===== src/rtl/trap_monitor.sv =====
// trap_monitor: watches the retirement stream and halts on ebreak, an illegal
// opcode, arithmetic overflow or a commit-free watchdog timeout. It keeps a
// small circular history of retired PCs plus cycle and instret counters.
module trap_monitor #(
  parameter int XLEN         = 32,
  parameter int HIST_DEPTH   = 8,
  parameter int WDOG_CYCLES  = 100000,
  parameter bit OVF_TRAP_EN  = 1'b1,
  parameter int FINISH_DELAY = 2
) (
  input  logic                          clk,
  input  logic                          rst,
  input  logic                          commit_valid,
  input  logic [XLEN-1:0]               commit_pc,
  input  logic [31:0]                   commit_insn,
  input  logic [XLEN-1:0]               commit_a0,
  input  logic                          overflow,
  input  logic [$clog2(HIST_DEPTH)-1:0] hist_rd_idx,
  output logic [XLEN-1:0]               hist_rd_pc,
  output logic                          halted,
  output logic [2:0]                    halt_cause,
  output logic [XLEN-1:0]               halt_pc,
  output logic [XLEN-1:0]               exit_code,
  output logic [63:0]                   cycle_cnt,
  output logic [63:0]                   instret_cnt
);

  localparam int IDX_W  = $clog2(HIST_DEPTH);
  localparam int WDOG_W = (WDOG_CYCLES > 1) ? $clog2(WDOG_CYCLES) : 1;
  localparam logic [WDOG_W-1:0] WDOG_LAST =
    (WDOG_CYCLES > 0) ? WDOG_W'(WDOG_CYCLES - 1) : '0;

  localparam logic [0:0] ST_RUN  = 1'b0;
  localparam logic [0:0] ST_HALT = 1'b1;

  localparam logic [2:0] CAUSE_NONE    = 3'd0;
  localparam logic [2:0] CAUSE_GOOD    = 3'd1;
  localparam logic [2:0] CAUSE_BAD     = 3'd2;
  localparam logic [2:0] CAUSE_ILLEGAL = 3'd3;
  localparam logic [2:0] CAUSE_WDOG    = 3'd4;
  localparam logic [2:0] CAUSE_OVF     = 3'd5;

  localparam logic [31:0] EBREAK = 32'h0010_0073;

  logic [0:0]        state_q, state_d;
  logic [2:0]        halt_cause_q, halt_cause_d;
  logic [XLEN-1:0]   halt_pc_q, halt_pc_d;
  logic [XLEN-1:0]   exit_code_q, exit_code_d;
  logic [63:0]       cycle_cnt_q, cycle_cnt_d;
  logic [63:0]       instret_cnt_q, instret_cnt_d;
  logic [WDOG_W-1:0] wdog_q, wdog_d;
  logic [IDX_W-1:0]  wr_ptr_q, wr_ptr_d;
  logic [IDX_W:0]    hist_count_q, hist_count_d;
  logic [XLEN-1:0]   last_pc_q, last_pc_d;
  logic [XLEN-1:0]   hist_q [HIST_DEPTH];

  logic             run;
  logic             is_ebreak;
  logic             opcode_legal;
  logic [2:0]       insn_cause;
  logic [2:0]       trap_cause;
  logic             trap;
  logic             hist_we;
  logic [IDX_W-1:0] rd_slot;

  // Classify this cycle's events and pick the winning trap cause by priority
  always_comb begin
    run          = (state_q == ST_RUN);
    is_ebreak    = (commit_insn == EBREAK);
    opcode_legal = 1'b0;
    case (commit_insn[6:0])
      7'h37, 7'h17, 7'h6F, 7'h67, 7'h13, 7'h33,
      7'h03, 7'h23, 7'h63, 7'h0F, 7'h73: opcode_legal = 1'b1;
      default:                           opcode_legal = 1'b0;
    endcase
    insn_cause = CAUSE_NONE;
    if (commit_valid) begin
      if (is_ebreak) begin
        insn_cause = (commit_a0 == '0) ? CAUSE_GOOD : CAUSE_BAD;
      end else if (!opcode_legal) begin
        insn_cause = CAUSE_ILLEGAL;
      end
    end
    trap_cause = CAUSE_NONE;
    if (insn_cause != CAUSE_NONE) begin
      trap_cause = insn_cause;
    end else if (OVF_TRAP_EN && overflow) begin
      trap_cause = CAUSE_OVF;
    end else if ((WDOG_CYCLES != 0) && !commit_valid && (wdog_q == WDOG_LAST)) begin
      trap_cause = CAUSE_WDOG;
    end
    trap = run && (trap_cause != CAUSE_NONE);
  end

  // Next-state for the FSM, counters, watchdog and history bookkeeping
  always_comb begin
    state_d       = state_q;
    halt_cause_d  = halt_cause_q;
    halt_pc_d     = halt_pc_q;
    exit_code_d   = exit_code_q;
    cycle_cnt_d   = cycle_cnt_q;
    instret_cnt_d = instret_cnt_q;
    wdog_d        = wdog_q;
    wr_ptr_d      = wr_ptr_q;
    hist_count_d  = hist_count_q;
    last_pc_d     = last_pc_q;
    hist_we       = 1'b0;
    if (run) begin
      cycle_cnt_d = cycle_cnt_q + 64'd1;
      if (commit_valid) begin
        instret_cnt_d = instret_cnt_q + 64'd1;
        wdog_d        = '0;
        last_pc_d     = commit_pc;
        hist_we       = 1'b1;
        wr_ptr_d      = wr_ptr_q + IDX_W'(1);
        if (hist_count_q != (IDX_W + 1)'(HIST_DEPTH)) begin
          hist_count_d = hist_count_q + (IDX_W + 1)'(1);
        end
      end else begin
        wdog_d = wdog_q + WDOG_W'(1);
      end
      if (trap) begin
        state_d      = ST_HALT;
        halt_cause_d = trap_cause;
        halt_pc_d    = commit_valid ? commit_pc : last_pc_q;
        exit_code_d  = (commit_valid && is_ebreak) ? commit_a0 : '0;
      end
    end
  end

  // Architectural state registers with synchronous active-low reset
  always_ff @(posedge clk) begin
    if (!rst) begin
      state_q       <= ST_RUN;
      halt_cause_q  <= CAUSE_NONE;
      halt_pc_q     <= '0;
      exit_code_q   <= '0;
      cycle_cnt_q   <= '0;
      instret_cnt_q <= '0;
      wdog_q        <= '0;
      wr_ptr_q      <= '0;
      hist_count_q  <= '0;
      last_pc_q     <= '0;
    end else begin
      state_q       <= state_d;
      halt_cause_q  <= halt_cause_d;
      halt_pc_q     <= halt_pc_d;
      exit_code_q   <= exit_code_d;
      cycle_cnt_q   <= cycle_cnt_d;
      instret_cnt_q <= instret_cnt_d;
      wdog_q        <= wdog_d;
      wr_ptr_q      <= wr_ptr_d;
      hist_count_q  <= hist_count_d;
      last_pc_q     <= last_pc_d;
    end
  end

  // History storage; contents are not reset because reads are gated by hist_count
  always_ff @(posedge clk) begin
    if (rst && hist_we) begin
      hist_q[wr_ptr_q] <= commit_pc;
    end
  end

  // Newest-first history read; slots not yet written read as zero
  always_comb begin
    rd_slot    = wr_ptr_q - IDX_W'(1) - hist_rd_idx;
    hist_rd_pc = '0;
    if ({1'b0, hist_rd_idx} < hist_count_q) begin
      hist_rd_pc = hist_q[rd_slot];
    end
  end

  assign halted      = (state_q == ST_HALT);
  assign halt_cause  = halt_cause_q;
  assign halt_pc     = halt_pc_q;
  assign exit_code   = exit_code_q;
  assign cycle_cnt   = cycle_cnt_q;
  assign instret_cnt = instret_cnt_q;

`ifndef SYNTHESIS
  int   fin_cnt_q;
  logic fin_armed_q;

  // Simulation-only halt report, progress messages and delayed end of run
  always_ff @(posedge clk) begin
    if (!rst) begin
      fin_armed_q <= 1'b0;
      fin_cnt_q   <= 0;
    end else begin
      if (trap) begin
        $display("[trap_monitor] halt: cause=%0d pc=0x%h exit_code=0x%h",
                 trap_cause, halt_pc_d, exit_code_d);
        fin_armed_q <= (FINISH_DELAY != 0);
        fin_cnt_q   <= 0;
      end else if (fin_armed_q) begin
        if (fin_cnt_q == FINISH_DELAY - 1) begin
          fin_armed_q <= 1'b0;
          if (halt_cause_q == CAUSE_GOOD) $finish(0);
          else $finish(1);
        end else begin
          fin_cnt_q <= fin_cnt_q + 1;
        end
      end
      if (run && commit_valid && ((instret_cnt_d % 64'd10000) == 64'd0)) begin
        $display("[trap_monitor] cycle=%0d pc=0x%h", cycle_cnt_d, commit_pc);
      end
    end
  end
`endif

endmodule


===== config.mk =====
export PLATFORM = sky130hd
export DESIGN_NAME = trap_monitor
export DESIGN_NICKNAME = d
export VERILOG_FILES = /design/src/rtl/trap_monitor.sv
export SDC_FILE = /design/constraint.sdc
export NUM_CORES = 1
export LEC_CHECK = 0
export ABC_CLOCK_PERIOD_IN_PS = 4900
export CORE_MARGIN = 5
export CORE_UTILIZATION = 49
export CTS_CLUSTER_SIZE = 16
export DETAILED_ROUTE_END_ITERATION = 6
export PLACE_DENSITY = 0.78
export SLEW_MARGIN = 20
export SYNTH_ARGS = -nofsm -noshare
export SYNTH_HDL_FRONTEND = slang
export SYNTH_SLANG_ARGS = --single-unit
export TNS_END_PERCENT = 10

===== constraint.sdc =====
create_clock -name clk -period 4.9 [get_ports clk]
set_input_delay 0.98 -clock clk [delete_from_list [all_inputs] [get_ports clk]]
set_output_delay 0.98 -clock clk [all_outputs]
set_load 0.01 [all_outputs]

==> reports/metrics.csv, run 1 <==
metric,value,unit
syn_avg_cell_area,11.88,µm²
min_to,last_pc_q[13]$_SDFFE_PN0N_,
p_sw,0.002198,W
m1WireLength,22560,µm
netlist_instances,1765,
final_cell_area,26840,µm²
cts_made_buffers,51,
worstSetupPathType,in2out,
grt_pass1_wl,91110,µm
setup_viol,0,
power_frac_clock,43.1,%
yosysSeqAreaShare,60.72,%
hold_depth,2,
chipHeight,216.9,µm
coreArea,42130,µm²
postLayoutSetupSlackWorst,0.1029,ns
grt_max_degree,82,
cts_root_buffer,clkbuf_16,
cap_violations,0,
drive_gt1_share,10.04,%
routed_wl,58150,µm
grtUsageTotal,24.19,%
reg2reg_depth,6,
die_w,216.9,µm
path_clk_slew,0.06,ns
drt-pass1-iter-count,5,
cp_data_required_time,3.92,ns
tritoncts,done,
rsz0062_at_grt,no,
worstPathMaxFanout,32,
worst_pin_slew,1.016,ns
p_sw_share,22.77,%
area.growth.synth_to_final,28.00,%
dp_hpwl,37660,µm
r2r-start,halted$_SDFF_PN0_,
overflow,0,
drc,0,
synthArstFlopShare,0,%
clock_skew,0.02767,ns
ir_drop,0.0002361,V
place.gp.congestion,0.8283,
clock_path_buffers,3,
ant_nets,0,
cp-end-kind,output port,
p_seq_share,47.4,%
min_path_type,reg2reg,
cts_htree_levels,2,
drtIter0Drc,1434,
slew_viol_final,0,
p_comb_share,9.5,%
layout_commonest_cell,clkdlybuf4s50_1,
grt_pass1_vias,15950,
port_buffers,330,
antennaDiodeCount,0,
post-route-min-period,4.797,ns
syn-num-nets,1878,
clk_latency,0.59,ns
wl_met2,28840,µm
post-route-util,63.70,%
start_util,49.77,%
die-area,47030,µm²
synth_seq_cells,508,
synth_edf_count,256,
rows,75,
vias,15820,
highest_layer,met5,
hold_slack,0.4546,ns
synth_flop_cell,edfxtp_1,
rr_endpoint,exit_code[16]$_SDFFE_PN0P_,
hold_buffers,0,
synth_cell_type_count,56,
yosys_warnings,0,
antenna_found_initial,2,
r2r_slack,1.77,ns
power_leakage,8.615,nW
p_int,0.007456,W
clkSinkCount,508,
wl_per_cell,21.86,µm
final_nets,2192,
wl_met3,5422,µm
report.final.hold_viol_count,0,
worstPathArrival,3.82,ns
pre_cts_slack,-0.05396,ns
outcome,finished clean,
pin_count,331,
drt-vias-per-instance,5.945,
dpl_cell_area,24980,µm²
max_freq,208.5,MHz
syn_area,20970,µm²
hp-start,last_pc_q[13]$_SDFFE_PN0N_,
slew_headroom,31.74,%
finalCritPeriodShare,97.90,%
powerDensity,359.7,nW/µm²
mostFrequentLayoutCells,"clkdlybuf4s50_1 (328), edfxtp_1 (256), dfxtp_1 (252)",
startpoint_type,primary input,
==> per-stage QoR <==
step | power (W) | instances | TNS, ns
detailed placement | 0.005573 | 2563 | -0.2349
CTS | 0.009727 | 2658 | 0
global route | 0.009986 | 2660 | 0
finish | 0.009654 | 2660 | 0
floorplan | 0.005144 | 1765 | 0
global placement | 0.005552 | 2563 | 0
==> Yosys cell counts, types with 2 or more instances <==
| master | number | share of area, % |
|---|---|---|
| a21oi_1 | 141 | 3.4 |
| a32o_1 | 32 | 1.5 |
| or2_2 | 3 | 0.090 |
| dfxtp_1 | 252 | 24 |
| a31o_2 | 3 | 0.13 |
| nor2_1 | 101 | 1.8 |
| inv_1 | 30 | 0.54 |
| and4_1 | 12 | 0.50 |
| and3_1 | 7 | 0.21 |
| buf_2 | 3 | 0.072 |
| nand2_1 | 230 | 4.1 |
| o31ai_1 | 33 | 1.2 |
| nand4_1 | 53 | 1.6 |
| nand3_1 | 45 | 1.1 |
| and2_1 | 9 | 0.27 |
| nand2b_1 | 35 | 1.0 |
| o41ai_1 | 2 | 0.084 |
| or3_1 | 39 | 1.2 |
| clkbuf_1 | 89 | 1.6 |
| a21bo_2 | 2 | 0.095 |
| nor3_1 | 20 | 0.48 |
| and4b_1 | 2 | 0.095 |
| o211ai_1 | 32 | 1.1 |
| or4_4 | 2 | 0.11 |
| o21ai_0 | 34 | 0.81 |
| nand3b_1 | 3 | 0.11 |
| xnor2_1 | 47 | 2.0 |
| or4_1 | 37 | 1.3 |
| ha_1 | 9 | 0.54 |
| edfxtp_1 | 256 | 37 |
| xor2_1 | 33 | 1.4 |
| mux2i_1 | 35 | 1.7 |
| nor2b_1 | 5 | 0.15 |
| nor4b_1 | 4 | 0.17 |
| buf_1 | 8 | 0.14 |
| nor4_1 | 34 | 1.0 |
| mux4_2 | 64 | 6.9 |
==> power by group through the flow <==
stage / clock [W] / combinational (W) / sequential [W]
floorplan: 0 / 0.000481 / 0.00466
global placement: 0 / 0.000892 / 0.00466
detailed placement: 0 / 0.000909 / 0.00466
CTS: 0.00423 / 0.000924 / 0.00457
global route: 0.00442 / 0.000984 / 0.00458
finish: 0.00417 / 0.000915 / 0.00457
==> kinds of logic after synthesis <==
family / Yosys count / share of synthesized area (%)
compound gates: 289 / 8.730
xor+xnor: 80 / 3.341
fa+ha+maj: 10 / 0.6325
buf+inv: 131 / 2.399
flops: 508 / 60.72
mux: 99 / 8.545
simple gates: 648 / 15.63
==> critical path, stage by stage <==
cell	delay [ns]
clkdlybuf4s50_1	0.43
inv_1	0.14
ha_4	0.14
inv_1	0.04
fa_2	0.33
xnor2_1	0.16
buf_4	0.16
xor2_2	0.20
buf_12	0.24
nand2_1	0.09
a21oi_1	0.28
clkdlybuf4s50_1	0.60
==> repair_timing <==
item | in CTS | in global routing
endpoints found under the setup margin | 16 | 0
gates resized for setup | 1 | 0
buffers inserted | 0 | 0
==> metal layers <==
metal	track usage, %	up-vias
met1	30.52	7781
li1	-	7262
met2	41.17	674
met4	6.804	4
met3	6.879	94
met5	0	-
==> final cells by class <==
cell class | instances | area (µm²)
Clock inverter | 30 | 421.7
Clock buffer | 65 | 1379
Inverter | 30 | 115.1
Fill cell | 3081 | 15290
Multi-Input combinational cell | 1126 | 7861
Sequential cell | 508 | 12730
Tap cell | 539 | 674.4
Timing Repair Buffer | 362 | 3656
==> how the worst max path moves through the flow <==
stage                               from                     end  slack (ns)
after CTS                 hist_rd_idx[0]           hist_rd_pc[6]        0.09
after global routing      hist_rd_idx[0]           hist_rd_pc[6]        0.03
after global placement    hist_rd_idx[1]          hist_rd_pc[24]        0.07
after detailed placement  hist_rd_idx[1]          hist_rd_pc[29]       -0.05
after floorplan             commit_valid  hist_q[6][0]$_DFFE_PP_        0.12
final                     hist_rd_idx[0]           hist_rd_pc[6]        0.10
==> registers in the layout (all words and copies together), names as in the netlist, 4 cells and up <==
register / flops
wdog_q: 17
cycle_cnt: 64
halt_pc: 32
last_pc_q: 32
hist_q: 256
exit_code: 32
instret_cnt: 64
hist_count_q: 4
(Power assumes the default switching activity.)
==> run 2: changes to the inputs <==
Settings changed: SKIP_CTS_REPAIR_TIMING set to 1.
==> run 2 against run 1 <==
Compared with the run above: maximum frequency grew 0.36%; count of clock-buffer cells in the layout is the same; clock skew shrank 0.0032 ns; largest cell class unchanged; register-to-register slack gained 0.04 ns; core utilization is the same.
==> reports/metrics.csv, run 2 (synthesized netlist as in run 1, its figures left out) <==
metric,value,unit,change
outcome,finished clean,,unchanged
multi_input_area,7861,µm²,unchanged
chipHeight,216.9,µm,unchanged
regMostFlops,hist_q,,unchanged
hold_depth,2,,unchanged
antenna_found_initial,2,,unchanged
start_util,49.77,%,unchanged
drt-pass1-iter-count,6,,was 5
slew_viol_final,0,,unchanged
place.gp.congestion,0.8283,,unchanged
powerDensity,359.8,nW/µm²,was 359.7 nW/µm²
worstPathArrival,3.80,ns,was 3.82 ns
cp-end-kind,output port,,unchanged
clk_latency,0.59,ns,about the same
r2r_slack,1.81,ns,was 1.77 ns
coreArea,42130,µm²,unchanged
pin_count,331,,unchanged
worstSetupPathType,in2out,,unchanged
dp_hpwl,37660,µm,unchanged
area.growth.synth_to_final,28.00,%,unchanged
overflow,0,,unchanged
min_path_type,reg2reg,,unchanged
r2r-start,halted$_SDFF_PN0_,,unchanged
ir_drop,0.0002364,V,was 0.0002361 V
crit_buf_inv,6,,unchanged
clock_path_buffers,3,,unchanged
drc,0,,unchanged
routed_wl,58260,µm,was 58150 µm
drt-vias-per-instance,5.945,,about the same
largest_reg_flops,256,,unchanged
power_leakage,8.615,nW,unchanged
nFillCells,3081,,unchanged
mostFrequentLayoutCells,"clkdlybuf4s50_1 (328), edfxtp_1 (256), dfxtp_1 (252)",,unchanged
clock_skew,0.02449,ns,was 0.02767 ns
worst_path_max_delay_cell,clkdlybuf4s50_1,,unchanged
final_cell_area,26840,µm²,unchanged
setup_viol,0,,unchanged
hp-start,last_pc_q[15]$_SDFFE_PN0N_,,was last_pc_q[13]$_SDFFE_PN0N_
startpoint_type,primary input,,unchanged
cts_made_buffers,51,,unchanged
cp_slowest_stage_delay,0.59,ns,was 0.60 ns
dpl_cell_area,24980,µm²,unchanged
die-area,47030,µm²,unchanged
rows,75,,unchanged
die_w,216.9,µm,unchanged
layout_commonest_cell,clkdlybuf4s50_1,,unchanged
regArea,12730,µm²,unchanged
vias,15810,,was 15820
cap_violations,0,,unchanged
min_to,last_pc_q[15]$_SDFFE_PN0N_,,was last_pc_q[13]$_SDFFE_PN0N_
tritoncts,done,,unchanged
final_nets,2192,,unchanged
post-route-min-period,4.780,ns,was 4.797 ns
cp_data_required_time,3.92,ns,about the same
finalCritPeriodShare,97.55,%,was 97.90%
worst_pin_slew,1.028,ns,was 1.016 ns
reg2reg_depth,6,,unchanged
drtIter0Drc,1495,,was 1434
path_clk_slew,0.06,ns,about the same
cts_htree_levels,2,,unchanged
grt_pass1_vias,15940,,was 15950
clkSinkCount,508,,unchanged
drive_gt1_share,10.04,%,unchanged
fin_setup_tns,0,ns,unchanged
ant_nets,0,,unchanged
wl_per_cell,21.90,µm,was 21.86 µm
grt_pass1_wl,91020,µm,was 91110 µm
max_freq,209.2,MHz,was 208.5 MHz
crit_chain,clkdlybuf4s50_1 -> inv_1 -> ha_4 -> inv_1 -> fa_2 -> xnor2_1 -> buf_4 -> xor2_2 -> buf_12 -> nand2_1 -> a21oi_1 -> clkdlybuf4s50_1,,unchanged
grt_max_degree,82,,unchanged
report.final.hold_viol_count,0,,unchanged
port_buffers,330,,unchanged
worstPathMaxFanout,32,,unchanged
crit_family,buffers and inverters,,unchanged
rsz0062_at_grt,no,,unchanged
slew_headroom,30.92,%,was 31.74%
rr_endpoint,exit_code[16]$_SDFFE_PN0P_,,unchanged
cts_root_buffer,clkbuf_16,,unchanged
antennaDiodeCount,0,,unchanged
post-route-util,63.70,%,unchanged
grtUsageTotal,24.17,%,was 24.19%
run 2: report_power, final:
part	total (W)	switching [W]	internal, W
combinational	0.000915	0.000473	0.000442
sequential	0.00457	0.0000476	0.00453
clock	0.00417	0.00168	0.00249
total	0.00966	0.00220	0.00746
run 2: metrics by stage:
stage	cells	setup slack (ns)	power, W	hold slack, ns
detailed placement	2563	-0.05396	0.005573	0.4470
global placement	2563	0.07490	0.005552	0.4417
CTS	2658	-0.06580	0.009726	0.4556
global route	2660	0.02652	0.009986	0.4747
floorplan	1765	0.1190	0.005144	0.4365
finish	2660	0.1201	0.009656	0.4552
run 2: worst max-delay path by stage:
stage	start	endpoint	slack [ns]	depth (start not counted)
floorplan	commit_valid	hist_q[6][0]$_DFFE_PP_	0.12	6
global placement	hist_rd_idx[1]	hist_rd_pc[24]	0.07	8
detailed placement	hist_rd_idx[1]	hist_rd_pc[29]	-0.05	8
CTS	hist_rd_idx[1]	hist_rd_pc[29]	-0.07	8
global route	hist_rd_idx[0]	hist_rd_pc[6]	0.03	12
finish	hist_rd_idx[0]	hist_rd_pc[6]	0.12	12
run 2: area by class of cell:
type / count / area share [%]
clock inverter: 30 / 1.571
sequential: 508 / 47.44
clock buffer: 65 / 5.137
multi-input combinational: 1126 / 29.29
timing repair buffer: 362 / 13.62
inverter: 30 / 0.4289
tap: 539 / 2.513
run 2: metal layers:
layer	up-vias	global-route usage (%)	wire length [µm]
li1	7257	-	-
met1	7836	30.50	22650
met2	627	41.14	29000
met3	89	6.865	5309
met4	4	6.762	1238
met5	-	0	57
run 2: tightest hold or removal path, stage by stage (launching register included):
cell and delay [ns]:
dfxtp_1 0.31, nand2_1 0.05, a21oi_1 0.05
